$ cat config.mk
export PLATFORM = sky130hd
export DESIGN_NAME = instr_fetch_unit
export DESIGN_NICKNAME = d
export VERILOG_FILES = /design/src/rtl/instr_fetch_unit.sv
export SDC_FILE = /design/constraint.sdc
export NUM_CORES = 1
export LEC_CHECK = 0
export ABC_CLOCK_PERIOD_IN_PS = 10100
export CAP_MARGIN = 40
export CELL_PAD_IN_SITES_DETAIL_PLACEMENT = 1
export CELL_PAD_IN_SITES_GLOBAL_PLACEMENT = 2
export CORE_MARGIN = 4
export CORE_UTILIZATION = 37
export CTS_CLUSTER_SIZE = 20
export DETAILED_ROUTE_END_ITERATION = 8
export PLACE_DENSITY_LB_ADDON = 0.2
export SLEW_MARGIN = 20
export SYNTH_ARGS = -nofsm -noshare
export SYNTH_HDL_FRONTEND = slang
export SYNTH_SLANG_ARGS = --single-unit
$ cat constraint.sdc
create_clock -name Clk -period 10.1 [get_ports Clk]
set_input_delay 2.525 -clock Clk [delete_from_list [all_inputs] [get_ports Clk]]
set_output_delay 2.525 -clock Clk [all_outputs]
set_load 0.01 [all_outputs]
$ cat src/rtl/instr_fetch_unit.sv
// Instruction fetch unit: owns the PC, issues in-order word reads to
// instruction memory, buffers returned words and hands them to decode with a
// valid/ready handshake. A redirect flushes the buffer and discards responses
// that were already in flight when it happened.
module instr_fetch_unit #(
  parameter logic [31:0] RESET_PC   = 32'h0000_0000,
  parameter int unsigned FIFO_DEPTH = 2
) (
  input  logic        Clk,
  input  logic        Reset_n,
  output logic        IMemReq,
  output logic [31:0] IMemAddr,
  input  logic        IMemGnt,
  input  logic        IMemRValid,
  input  logic [31:0] IMemRData,
  output logic        InstrValid,
  output logic [31:0] Instr,
  output logic [31:0] InstrPC,
  output logic [31:0] PCPlus4,
  input  logic        InstrReady,
  input  logic        Redirect,
  input  logic [31:0] RedirectPC
);

  // Counters hold at most FIFO_DEPTH (<= 8), so four bits are always enough.
  localparam int CW = 4;
  localparam int PW = (FIFO_DEPTH > 1) ? $clog2(FIFO_DEPTH) : 1;
  localparam logic [CW:0] DEPTH_C = (CW+1)'(FIFO_DEPTH);

  typedef enum logic {
    IDLE = 1'b0,
    RUN  = 1'b1
  } state_t;

  state_t          state;
  state_t          state_next;
  logic [31:0]     pc;
  logic [31:0]     resp_pc;
  logic [CW-1:0]   inflight;
  logic [CW-1:0]   drop;
  logic [CW-1:0]   count;
  logic [PW-1:0]   head;
  logic [PW-1:0]   tail;
  logic [31:0]     data_mem [FIFO_DEPTH];
  logic [31:0]     pc_mem   [FIFO_DEPTH];
  logic            credit_ok;
  logic            issue;
  logic            rsp;
  logic            push;
  logic            consume;
  logic            redirect_run;
  logic [31:0]     redirect_addr;

  function automatic logic [PW-1:0] ptr_inc(input logic [PW-1:0] p);
    return (p == PW'(FIFO_DEPTH - 1)) ? '0 : p + PW'(1);
  endfunction

  // A new request may go out only while words in flight plus buffered words
  // leave room in the buffer, using registered counts only.
  assign credit_ok     = ({1'b0, inflight} + {1'b0, count}) < DEPTH_C;
  assign issue         = IMemReq & IMemGnt;
  assign rsp           = IMemRValid & (inflight != '0);
  assign redirect_run  = Redirect & (state == RUN);
  assign push          = rsp & (drop == '0) & ~redirect_run;
  assign consume       = InstrValid & InstrReady;
  assign redirect_addr = RedirectPC & ~32'h3;

  assign IMemAddr   = pc;
  assign InstrValid = (count != '0);
  assign Instr      = data_mem[head];
  assign InstrPC    = pc_mem[head];
  assign PCPlus4    = InstrPC + 32'd4;

  // State register: one IDLE cycle after reset, then RUN forever.
  always_ff @(posedge Clk or negedge Reset_n) begin
    if (!Reset_n) begin
      state <= IDLE;
    end else begin
      state <= state_next;
    end
  end

  // Next state and the request strobe, which is only raised in RUN.
  always_comb begin
    state_next = state;
    IMemReq    = 1'b0;
    case (state)
      IDLE: state_next = RUN;
      RUN:  IMemReq    = credit_ok;
      default: state_next = IDLE;
    endcase
  end

  // Fetch PC, the PC tag for the next accepted response, and the in-flight and
  // stale-response counters; a redirect turns everything in flight into drops.
  always_ff @(posedge Clk or negedge Reset_n) begin
    if (!Reset_n) begin
      pc       <= RESET_PC;
      resp_pc  <= RESET_PC;
      inflight <= '0;
      drop     <= '0;
    end else begin
      inflight <= inflight + CW'(issue) - CW'(rsp);
      if (Redirect) begin
        pc      <= redirect_addr;
        resp_pc <= redirect_addr;
      end else begin
        if (issue) begin
          pc <= pc + 32'd4;
        end
        if (push) begin
          resp_pc <= resp_pc + 32'd4;
        end
      end
      if (redirect_run) begin
        drop <= inflight - CW'(rsp) + CW'(issue);
      end else if (rsp && (drop != '0)) begin
        drop <= drop - CW'(1);
      end
    end
  end

  // Instruction buffer: push accepted responses, pop on consume, clear on redirect.
  always_ff @(posedge Clk or negedge Reset_n) begin
    if (!Reset_n) begin
      head  <= '0;
      tail  <= '0;
      count <= '0;
      for (int i = 0; i < int'(FIFO_DEPTH); i++) begin
        data_mem[i] <= '0;
        pc_mem[i]   <= '0;
      end
    end else if (redirect_run) begin
      head  <= '0;
      tail  <= '0;
      count <= '0;
    end else begin
      if (push) begin
        data_mem[tail] <= IMemRData;
        pc_mem[tail]   <= resp_pc;
        tail           <= ptr_inc(tail);
      end
      if (consume) begin
        head <= ptr_inc(head);
      end
      count <= count + CW'(push) - CW'(consume);
    end
  end

endmodule

# Word-level counts from Yosys, hierarchy flattened
# Index checks and enable logic that the tools add are counted.
# W data, S select, Z words.
[op_classes] n_reduce_logical=12 addsub=13 n_mux=24 order_cmp=4 bitwise=9
[ops] cell="$mux W32" count=11
[ops] cell="$bwmux W64" count=2
[ops] cell="$add A32 B3 Y32 const B" count=3
[ops] cell="$demux W32 S1" count=1
[ops] cell="$add A4 B1 Y4" count=3
[ops] cell="$mux W4" count=3
[ops] cell="$reduce_bool A4 Y1" count=3
[ops] cell="$sub A4 B1 Y4" count=3
[ops] cell="$reduce_bool A2 Y1" count=5
[ops] cell="$mux W1" count=7
[ops] cell="$and A1 B1 Y1" count=6
[ops] cell="$add A4 B4 Y5" count=1
[ops] cell="$lt A5 B2 Y1 const B" count=1
[ops] cell="$ge A2 B2 Y1 const B" count=2
[ops] cell="$logic_not A4 Y1" count=1
[ops] cell="$not A1 Y2" count=2
[ops] cell="$sub A4 B1 Y4 const B" count=1
[ops] cell="$add A1 B1 Y1 const B" count=2
[ops] cell="$logic_and A1 B1 Y1" count=2
[ops] cell="$lt A2 B1 Y1 const B" count=1
[ops] cell="$reduce_and A2 Y1" count=1
[ops] cell="$not A1 Y1" count=1
[word_totals] register_bits=207 word_cells=74 output_inout_bits=130 inputBits=70

# Longest topological paths before layout
[logic_depth] depth_word=7 mapped_depth=13 mapped_depth_nobuf=13

# Least setup slack after synthesis
# OpenSTA, ideal clock, no wires.
[synth_path] path_kind="reg2out" from="register head" to="output port PCPlus4[28]" setup_slack_ns=4.408 t_arrival_ns=3.167 required_time_ns=7.575 path_stages_with_launch=12 path_cell_list="dfrtp_1 -> buf_2 -> buf_1 -> clkbuf_1 -> buf_2 -> mux2i_1 -> inv_1 -> ha_1 -> a21boi_1 -> nand4_1 -> nor3b_1 -> xor2_1"
[synth_between] elab_chain_cells=5
[synth_rtl] element="start: declaration" line="42" rtl="logic [PW-1:0] head;"
[synth_rtl] element="start signal: assignment" line="144" rtl="head <= ptr_inc(head);"
[synth_rtl] element="$not A1 Y2 (implied by the code)" line="71" rtl="assign InstrPC = pc_mem[head];"
[synth_rtl] element="$mux W32 (implied by the code) (3 in series)" line="71"
[synth_rtl] element="named net InstrPC[2]" line="18" rtl="output logic [31:0] InstrPC,"
[synth_rtl] element="$add A32 B3 Y32" line="72" rtl="assign PCPlus4 = InstrPC + 32'd4;"
[synth_rtl] element="end: declaration" line="19" rtl="output logic [31:0] PCPlus4,"
# The timed path passes the listed nets, and every way through them passes these cells. The select of a mux whose other input is x is not followed.

# Worst setup path after layout
[layout_path] from="register head" to="output port PCPlus4[31]"
[layout_between] elab_chain_cells=5
[layout_rtl] element="$not A1 Y2 (implied by the code)" line="71"
[layout_rtl] element="$mux W32 (implied by the code) (3 in series)" line="71"
[layout_rtl] element="$add A32 B3 Y32" line="72"
# Every way passes these cells. The select of a mux whose other input is x is not followed.

==> run metrics <==
hold_buf cts=0; Min-Delay Path Depth=2; combinational power share=45.2%; asr flop ratio synth=between 90% and 100%; Int Pwr=about 2.3 mW; synth unique cells=54; Net Sw Power=around 1.2 mW; CP Max Fanout=46; # clock sinks=a little under 200; largest delay contributor family on the critical path=buffers and inverters; reg2reg path depth=14; Clk pin slew, worst setup/hold paths=0.07 ns; initial antenna violation count=1; gpl congestion=between 0.7 and 0.8; routed wire length=27730 um; leakage dissipation=5.626 nW; Post-synth EDFFs=0; post-synthesis area per instance=11.55 um2; clk_skew=0.01540 ns; Max Root-Sink Buffers=2; NumNets Final=~1200; vias=7662; CTS tree=yes; DIE HEIGHT=176.1 um; share of cells above drive strength 1=between 20% and 30%; critical path, cell by cell=buf_4 > mux2i_1 > a211oi_1 > nand2_1 > nor4_1 > xor2_1 > clkdlybuf4s50_1; GRT Total Usage=17.85%; CTS root buf=clkbuf_16; Max Slew Vio Count=0; die footprint=31000 um2; Max stage delay cell, worst path=dfrtp_4; first-pass GRT wire length=between 40000 and 50000 um; Post-Synthesis Cell Area=10450 um2; crit-path max cell delay=0.74 ns; largest net degree at the start of global routing=85; H-Tree Depth=4; commonest non-fill, non-tap cell in the layout=dfrtp_1; Mapped Cells=between 900 and 1000; core area=27860 um2; Clk network pwr share=19.1%; min cycle time layout=6.378 ns; register area=4984 um2; postcts setup bufs=0; Fmax achieved=156.8 MHz; Post-CTS Resized=0; grt ovf=0; setup violators final=0; initial core utilization=between 30% and 40%; DR WL/cell=18.79 um; Fin. Hold Viols=0; Flop pwr share=35.8%; first-pass iteration count of the detailed router=4; most frequent cells in the layout=198 x dfrtp_1, 193 x mux2_2, 190 x clkdlybuf4s50_1; Yosys Warn Count=0; HPWL Detailed=20000 um; post-synthesis sequential area ratio=about 48%; via count of the first global-routing pass=7946; area grow syn2layout=27.69%; dpl cell area=approximately 13000 um2; row count=61; Slew headroom=~50%; Final Instance Area=13350 um2; DRT iter0 DRCs=381; IO Count=200; later-pin clock latency in the skew report=approximately 0.44 ns; Yosys reg bits=199; FILL cells=3003; crit path launch type=flip-flop; RSZ-0062 raised after global routing=no; HP Class=reg -> reg; worst ir drop on vdd=0.1208 mV; power density over the cells=267.0 nW/um2; final setup TNS=0 ns; # Max-Cap Violations=0; TritonCTS Buffers=17; port buffer count=between 150 and 200; Crit path required time=7.58 ns; die width=176.1 um; slew of the pin with the lowest slew margin=0.7455 ns; kind of critical path=reg -> out; status=finished, final reports clean; multi-input combinational cell area=5165 um2; Final ANT Viol Nets=0; Bufs and invs on worst path=2; final worst-path cycle share=63.15%; Switching Fraction=34.83%; number of vias per cell=~5.2; WP depth=7; Most used DFF post-synth=dfrtp_1; Remaining DRCs=0; Worst EP arrival=between 3 and 4 ns; Critical Path End Type=output port
==> cells by family after synthesis <==
family / count (synthesis) / synth area share (%)
compound gates: 104 / 6.787
xor+xnor: 64 / 5.363
fa+ha+maj: 21 / 2.729
buf+inv: 78 / 3.316
flops: 199 / 47.64
mux: 201 / 21.56
other cells: 2 / 0.07185
simple gates: 236 / 12.53
==> metal layers <==
layer | up-vias | part of all wire, % | GRT usage, %
met5 | - | 0 | 0
met1 | 3859 | 48 | 26.01
met4 | 0 | 1.2 | 4.353
met2 | 153 | 46 | 27.99
met3 | 21 | 5.0 | 2.912
li1 | 3629 | - | -
==> layout make-up <==
class                           instances  area share (%)
Tap cell                              378           3.544
Multi-Input combinational cell        633           38.70
Clock inverter                         15           1.275
Antenna cell                            1         0.01875
Timing Repair Buffer                  202           15.07
Inverter                               31          0.8718
Clock buffer                           17           3.187
Sequential cell                       199           37.34
==> per-stage QoR <==
stage | hold WS [ns] | power, mW | utilization, % | setup slack, ns | cells
6_report | 0.4816 | 3.563 | 47.91 | 3.722 | 1476
5_1_grt | 0.5225 | 3.815 | 47.91 | 3.344 | 1476
4_1_cts | 0.4865 | 3.620 | 47.90 | 3.640 | 1475
3_5_place_dp | 0.4720 | 2.922 | 45.76 | 4.112 | 1443
3_3_place_gp | 0.4619 | 2.883 | 45.69 | 4.133 | 1442
2_1_floorplan | 0.4496 | 2.163 | - | 4.408 | 910
==> power groups by stage <==
stage | logic (mW) | clock network (mW) | registers [mW]
after floorplan | 0.962 | 0 | 1.20
after global placement | 1.61 | 0 | 1.27
after detailed placement | 1.63 | 0 | 1.29
after CTS | 1.64 | 0.703 | 1.28
after global routing | 1.76 | 0.738 | 1.32
final | 1.61 | 0.679 | 1.27
==> worst paths after layout <==
check	from	to	slack (ns)
max in group asynchronous	Reset_n	IMemAddr[30]$_DFFE_PN0N_	6.81
min in group asynchronous	Reset_n	data_mem[37]$_DFFE_PN0P_	2.08
worst max-delay path	head$_DFFE_PN0P_	PCPlus4[31]	3.72
worst min register to register	pc_mem[22]$_DFFE_PN0P_	pc_mem[22]$_DFFE_PN0P_	0.48
worst min-delay path	pc_mem[22]$_DFFE_PN0P_	pc_mem[22]$_DFFE_PN0P_	0.48
worst max register to register	inflight[1]$_DFF_PN0_	drop[2]$_DFFE_PN0P_	6.49
==> synth_stat cells, drive strengths merged, types with 3 or more instances <==
cell	number	area share, %
a21boi	4	0.29
a21o	4	0.29
a21oi	19	0.91
a22oi	3	0.22
a31oi	22	1.3
and2	9	0.54
and3	14	0.85
and4	8	0.67
buf	32	1.7
clkbuf	15	0.54
dfrtp	199	48
fa	3	0.57
ha	18	2.2
inv	31	1.1
mux2	193	21
mux2i	8	0.77
nand2	47	1.7
nand2b	6	0.36
nand3	26	1.4
nand3b	4	0.29
nand4	29	1.7
nand4b	4	0.34
nor2	35	1.3
nor2b	4	0.24
nor3	8	0.38
nor3b	3	0.22
nor4	14	0.84
o21a	3	0.22
o21ai	20	0.96
o31a	15	1.3
o31ai	6	0.43
or3	13	0.78
or4	8	0.57
xnor2	43	3.6
xor2	21	1.8
==> flip-flops by register name, indices dropped and copies added (netlist names) <==
| name | cells |
|---|---|
| tail | 1 |
| head | 1 |
| state | 1 |
| pc_mem | 60 |
| count | 4 |
| IMemAddr | 30 |
| data_mem | 64 |
| drop | 4 |
| resp_pc | 30 |
| inflight | 4 |
==> tightest hold or removal path, delay by kind of cell (launching register included) <==
kind	cells	cell delay, ns
AO/OA/AOI/OAI	1	0.06
flip-flops	1	0.35
AND/OR/NAND/NOR	1	0.05
Power figures use the tool's default switching activity.
==> patch 1: new RTL, config.mk and constraints unchanged <==
Make the reset (`Reset_n`) synchronous in 3 clocked blocks.
--- a/src/rtl/instr_fetch_unit.sv
+++ b/src/rtl/instr_fetch_unit.sv
@@ -72,7 +72,7 @@
   assign PCPlus4    = InstrPC + 32'd4;
 
   // State register: one IDLE cycle after reset, then RUN forever.
-  always_ff @(posedge Clk or negedge Reset_n) begin
+  always_ff @(posedge Clk) begin
     if (!Reset_n) begin
       state <= IDLE;
     end else begin
@@ -93,7 +93,7 @@
 
   // Fetch PC, the PC tag for the next accepted response, and the in-flight and
   // stale-response counters; a redirect turns everything in flight into drops.
-  always_ff @(posedge Clk or negedge Reset_n) begin
+  always_ff @(posedge Clk) begin
     if (!Reset_n) begin
       pc       <= RESET_PC;
       resp_pc  <= RESET_PC;
@@ -121,7 +121,7 @@
   end
 
   // Instruction buffer: push accepted responses, pop on consume, clear on redirect.
-  always_ff @(posedge Clk or negedge Reset_n) begin
+  always_ff @(posedge Clk) begin
     if (!Reset_n) begin
       head  <= '0;
       tail  <= '0;
Check against the original RTL: differs if Reset_n is asserted again (counterexample within 4 cycles, from zero or initial values and one cycle with Reset_n low); with Reset_n held inactive, the same outputs for 4 cycles.
==> patch 1 against the unedited design <==
Routed wire length down 0.25%; worst hold slack better by 0.051 ns; register-to-register slack worse by 0.17 ns; total power down 25%; final area down 1.4%; sequential cell count up 1; synthesized area down 1.7%; sequential power down 16%; via count up 1.6%; setup slack worse by 0.55 ns; first-iteration DRC count down 15%; clock power up 3%.
==> patch 1: results (changes against the unedited design) <==
Crit path max-delay family: buffers and inverters
Sw Pwr: 871.9 µW (-30%)
Max Clock Skew: 0.01992 ns (+0.004527 ns)
Reg-to-reg endpoint: drop[2]$_SDFFE_PN0P_
CTS root buf: clkbuf_16
Synth top cells by count: and2_1 (133), edfxtp_1 (124), dfxtp_1 (76)
Hold Path Sink: head$_SDFFE_PP0P_
GP Congestion: 0.8161 (+5.8%)
Crit path arrival time: 4.41 ns (+0.56 ns)
Hold path startpoint: head$_SDFFE_PP0P_
GR Layer Usage met3: 3.418% (+0.51 points)
Pin count of the biggest net entering global routing: 63 (-26%)
First-pass GRT wire length: 43.79 mm (-0.95%)
Crit path largest cell delay: 0.68 ns (-0.06 ns)
Grt met1 use: 26.43% (+0.42 points)
Ant diodes: 0 (-1)
Slowest-stage cell, CP: dfxtp_4
Final hold slack: 0.5327 ns (+0.05109 ns)
Clock-pin slew on the worst setup and hold paths: 0.09 ns (+0.02 ns)
Status: finished clean
DRT iter0 DRCs: 322 (-15%)
Crit path max fanout: 50 (+8.7%)
Fraction of layout cells with a size suffix above 1: 10.09% (-12 points)
Routing usage on met2: 27.21% (-0.78 points)
GRT Util Overall: 17.88% (+0.028 points)
Async SR Flop Fraction: 0% (-100 points)
Synth top area cells: edfxtp_1 (36%), dfxtp_1 (15%), and2_1 (8.1%), mux2_2 (5.5%), xor2_1 (2.3%)
Reg2Reg Setup Slack: 6.32 ns (-0.17 ns)
Maximum VDD drop: 108.9 µV (-9.9%)
EDFF count, synth: 124 (+124)
Post-synth cell types: 69 (+28%)
Post-synthesis sequential area ratio: 51.05% (+3.4 points)
Leak: 4.664 nW (-17%)
Worst Reg-to-Reg Cells: 13 (-1)
Dpl hpwl: 19.83 mm (-0.87%)
Post-DP Area: 0.01255 mm² (-1.6%)
Placement Setup Slack: 3.576 ns (-0.5368 ns)
Post-layout nets: 1208 (+2.8%)
Final wirelength: 27.66 mm (-0.25%)
XOR/XNOR share of the synthesized area: 4.348% (-1.0 points)
Via count: 7781 (+1.6%)
Initial antenna violation count: 0 (-1)
Layout fillers: 2926 (-2.6%)
# port buffers: 191 (unchanged)
Area share of fa/ha/maj cells after synthesis: 2.777% (+0.048 points)
Mux cell area share after synthesis: 6.759% (-15 points)
H-tree depth: 4 (unchanged)
Synth Flop Type: edfxtp_1
Crit Reg-Reg Startpoint: inflight[1]$_SDFF_PN0_
Compound-Gate Fraction of Synth Area: 9.585% (+2.8 points)
Worst slew pin tran: 0.7385 ns (-0.007073 ns)
-- patch 1: cell count changes after synthesis, moves of 24 or more --
cell,before,now
dfrtp_1,199,0
mux2_2,193,50
and2_1,9,133
edfxtp_1,0,124
dfxtp_1,0,76
clkbuf_1,15,39
-- patch 1: final cells by class --
class                      count  share of cell area [%]
clock inverter                15                   1.170
multi-input combinational    659                   35.63
inverter                      38                   1.084
sequential                   200                   39.90
timing repair buffer         201                   15.44
clock buffer                  17                   3.233
tap                          372                   3.538
-- patch 1: tightest hold or removal path, cell delays in order, from the launching register on --
cell     delay, ns
dfxtp_1       0.34
xnor2_1       0.08
nor2_1        0.08
-- patch 1: through the flow --
step,cells,util [%]
after floorplan,951,-
after global placement,1467,46.16
after detailed placement,1469,46.31
after CTS,1501,48.44
after global routing,1502,48.55
final,1502,48.55
-- patch 1: how the worst max path moves through the flow --
stage	from	to	slack, ns
finish	flop	PCPlus4[24]	3.17
global route	flop	PCPlus4[20]	2.79
CTS	flop	PCPlus4[24]	3.09
detailed placement	flop	PCPlus4[22]	3.58
global placement	flop	PCPlus4[22]	3.61
floorplan	Redirect	data_mem[0][0]$_SDFFCE_PN0P_	1.94
-- patch 1: kinds of logic after synthesis --
logic type	after synthesis
AO/OA/AOI/OAI	154
buffers and inverters	92
adder cells (fa/ha/maj)	21
flip-flops	200
multiplexers	63
XOR/XNOR	51
other	1
AND/OR/NAND/NOR	364
-- patch 1: layer usage --
layer	routed length (µm)	vias to the layer above
li1	-	3803
met1	14070	3765
met2	12020	193
met3	1242	20
met4	327	0
met5	0	-
-- patch 1: power by group through the flow --
stage	registers, mW	clock network [mW]	logic, mW
finish	1.07	0.698	0.900
global route	1.08	0.743	0.987
CTS	1.07	0.713	0.914
detailed placement	1.09	0	0.908
global placement	1.08	0	0.893
floorplan	1.06	0	0.514
==> patch 2: new RTL, same settings <==
Without the edit above. Change the localparam `CW` from 4 to 3.
--- a/src/rtl/instr_fetch_unit.sv
+++ b/src/rtl/instr_fetch_unit.sv
@@ -23,7 +23,7 @@
 );
 
   // Counters hold at most FIFO_DEPTH (<= 8), so four bits are always enough.
-  localparam int CW = 4;
+  localparam int CW = 3;
   localparam int PW = (FIFO_DEPTH > 1) ? $clog2(FIFO_DEPTH) : 1;
   localparam logic [CW:0] DEPTH_C = (CW+1)'(FIFO_DEPTH);
 
Function: no difference found for any inputs over 4 cycles, from zero or initial values and one cycle with Reset_n low; that may be too few to reach the edited logic, so the function may still have changed.
==> patch 2 against the unedited design <==
Sequential cell count fell by 3; synthesized area shrank 2.1%; total power decreased by 5.3%; first-iteration DRC count is 6.0% lower; setup slack lost 0.23 ns; largest power group unchanged; sequential power decreased by 6%; critical path type unchanged; worst hold slack better by 0.020 ns; die area fell by 2.0%; routed wire length down 4.3%; highest routed layer unchanged; final area is 0.97% lower.
==> patch 2: results (changes against the unedited design) <==
Pin count of the biggest net entering global routing: 65 (-24%)
GRT Util Overall: 17.48% (-0.38 points)
Synth top area cells: dfrtp_1 (48%), mux2_2 (23%), xnor2_1 (5.1%), nand4_1 (2.3%), nand2_1 (1.6%)
Hold Path Sink: pc_mem[50]$_DFFE_PN0P_
Dpl hpwl: 19.04 mm (-4.8%)
Post-CTS Setup Repair Bufs: 0 (unchanged)
Worst hold stages: 1 (-1)
Layout fillers: 2891 (-3.7%)
Crit path largest cell delay: 0.79 ns (+0.05 ns)
Crit path max-delay family: buffers and inverters
Crit path arrival time: 4.08 ns (+0.23 ns)
Relative slew slack: 53.70% (+3.5 points)
Pre-Repair DR Iteration Count: 4 (unchanged)
Vias in the first global route: 7868 (-0.98%)
Synth top cells by count: mux2_2 (208), dfrtp_1 (196), xnor2_1 (60)
First-pass GRT wire length: 43.12 mm (-2.5%)
Reg2Reg Setup Slack: 6.83 ns (+0.34 ns)
Synth Flop Type: dfrtp_1
DR WL/cell: 18.40 µm (-2.1%)
Clock-pin slew on the worst setup and hold paths: 0.08 ns
Fraction of layout cells with a size suffix above 1: 25.42% (+2.9 points)
Status: finished clean
Post-layout nets: 1142 (-2.8%)
Crit path max fanout: 50 (+8.7%)
Biggest regs: data_mem: 64 flops, pc_mem: 60 flops
CTS root buf: clkbuf_16
Placement Setup Slack: 3.853 ns (-0.2597 ns)
Worst Reg-to-Reg Cells: 14 (unchanged)
DRT iter0 DRCs: 358 (-6.0%)
Async SR Flop Fraction: 100.0% (unchanged)
# port buffers: 191 (unchanged)
Clk_lat worst skew: 0.44 ns (about the same)
EDFF count, synth: 0 (unchanged)
Initial antenna violation count: 0 (-1)
Ant diodes: 0 (-1)
Crit Reg-Reg Startpoint: inflight[1]$_DFF_PN0_
Max Clock Skew: 0.01891 ns (+0.003516 ns)
Via count: 7435 (-3.0%)
Post-synthesis sequential area ratio: 47.91% (+0.27 points)
CTS resizes: 0 (unchanged)
Hold path startpoint: pc_mem[50]$_DFFE_PN0P_
Yosys warns: 0 (unchanged)
Maximum VDD drop: 129.5 µV (+7.2%)
Post-CTS Hold Buffers: 0 (unchanged)
Slowest-stage cell, CP: dfrtp_4
Critical path launch point: head$_DFFE_PN0P_
Reg-to-reg endpoint: drop[2]$_DFFE_PN0P_
Hold Path Class: reg2reg
GP Congestion: 0.7380 (-4.3%)
Critical path endpoint: PCPlus4[19]
CTS Buffer Depth: 2 (unchanged)
Leak: 5.555 nW (-1.3%)
H-tree depth: 4 (unchanged)
Num CTS Buffers: 17 (unchanged)
Period utilization: 65.44% (+2.3 points)
Post-synth cell types: 55 (+1.9%)
-- patch 2: where the power goes --
part           switching [mW]  internal (mW)
clock                   0.324          0.352
sequential              0.199           1.01
combinational           0.638          0.857
-- patch 2: cells by family after synthesis --
kind of cell	Yosys count	synth area share, %
AO/OA/AOI/OAI	65	4.131
XOR/XNOR	76	6.502
adder cells (fa/ha/maj)	14	1.931
buffers and inverters	65	2.897
flip-flops	196	47.91
multiplexers	220	24.05
other	2	0.07336
AND/OR/NAND/NOR	231	12.50
-- patch 2: through the flow --
stage          area [µm²]  total power [mW]  std cells  hold WS [ns]  util, %
6_report            13220             3.376       1442        0.5019    48.77
3_5_place_dp        12630             2.737       1409        0.4895    46.62
4_1_cts             13200             3.428       1440        0.5084    48.70
3_3_place_gp        12520             2.699       1405        0.4812    46.21
2_1_floorplan       10260             1.999        874        0.4737        -
5_1_grt             13220             3.595       1442        0.5130    48.77
-- patch 2: worst reg2reg max path, stage by stage (launching register included) --
cell     delay [ns]
dfrtp_1        0.42
inv_1          0.13
fa_1           0.46
a311o_1        0.28
nand2_1        0.07
buf_4          0.21
nand3_1        0.20
ha_1           0.33
inv_1          0.04
ha_1           0.18
fa_1           0.38
xnor2_1        0.17
xnor2_1        0.16
nor2_1         0.06
a21oi_1        0.12
-- patch 2: final cells by class --
cell class	instances	area share, %
clock buffers	20	3.379
clock inverters	11	0.8898
inverters	23	0.6532
multi-input cells	613	38.38
flip-flops and latches	196	37.14
well taps	372	3.521
repair buffers	207	16.05
-- patch 2: per-layer routing --
layer,wire length (µm),global-route usage (%),up-vias
met3,1042,3.023,17
met1,13400,25.97,3752
met5,0,0,-
li1,-,-,3502
met4,290,4.124,0
met2,11790,26.63,164
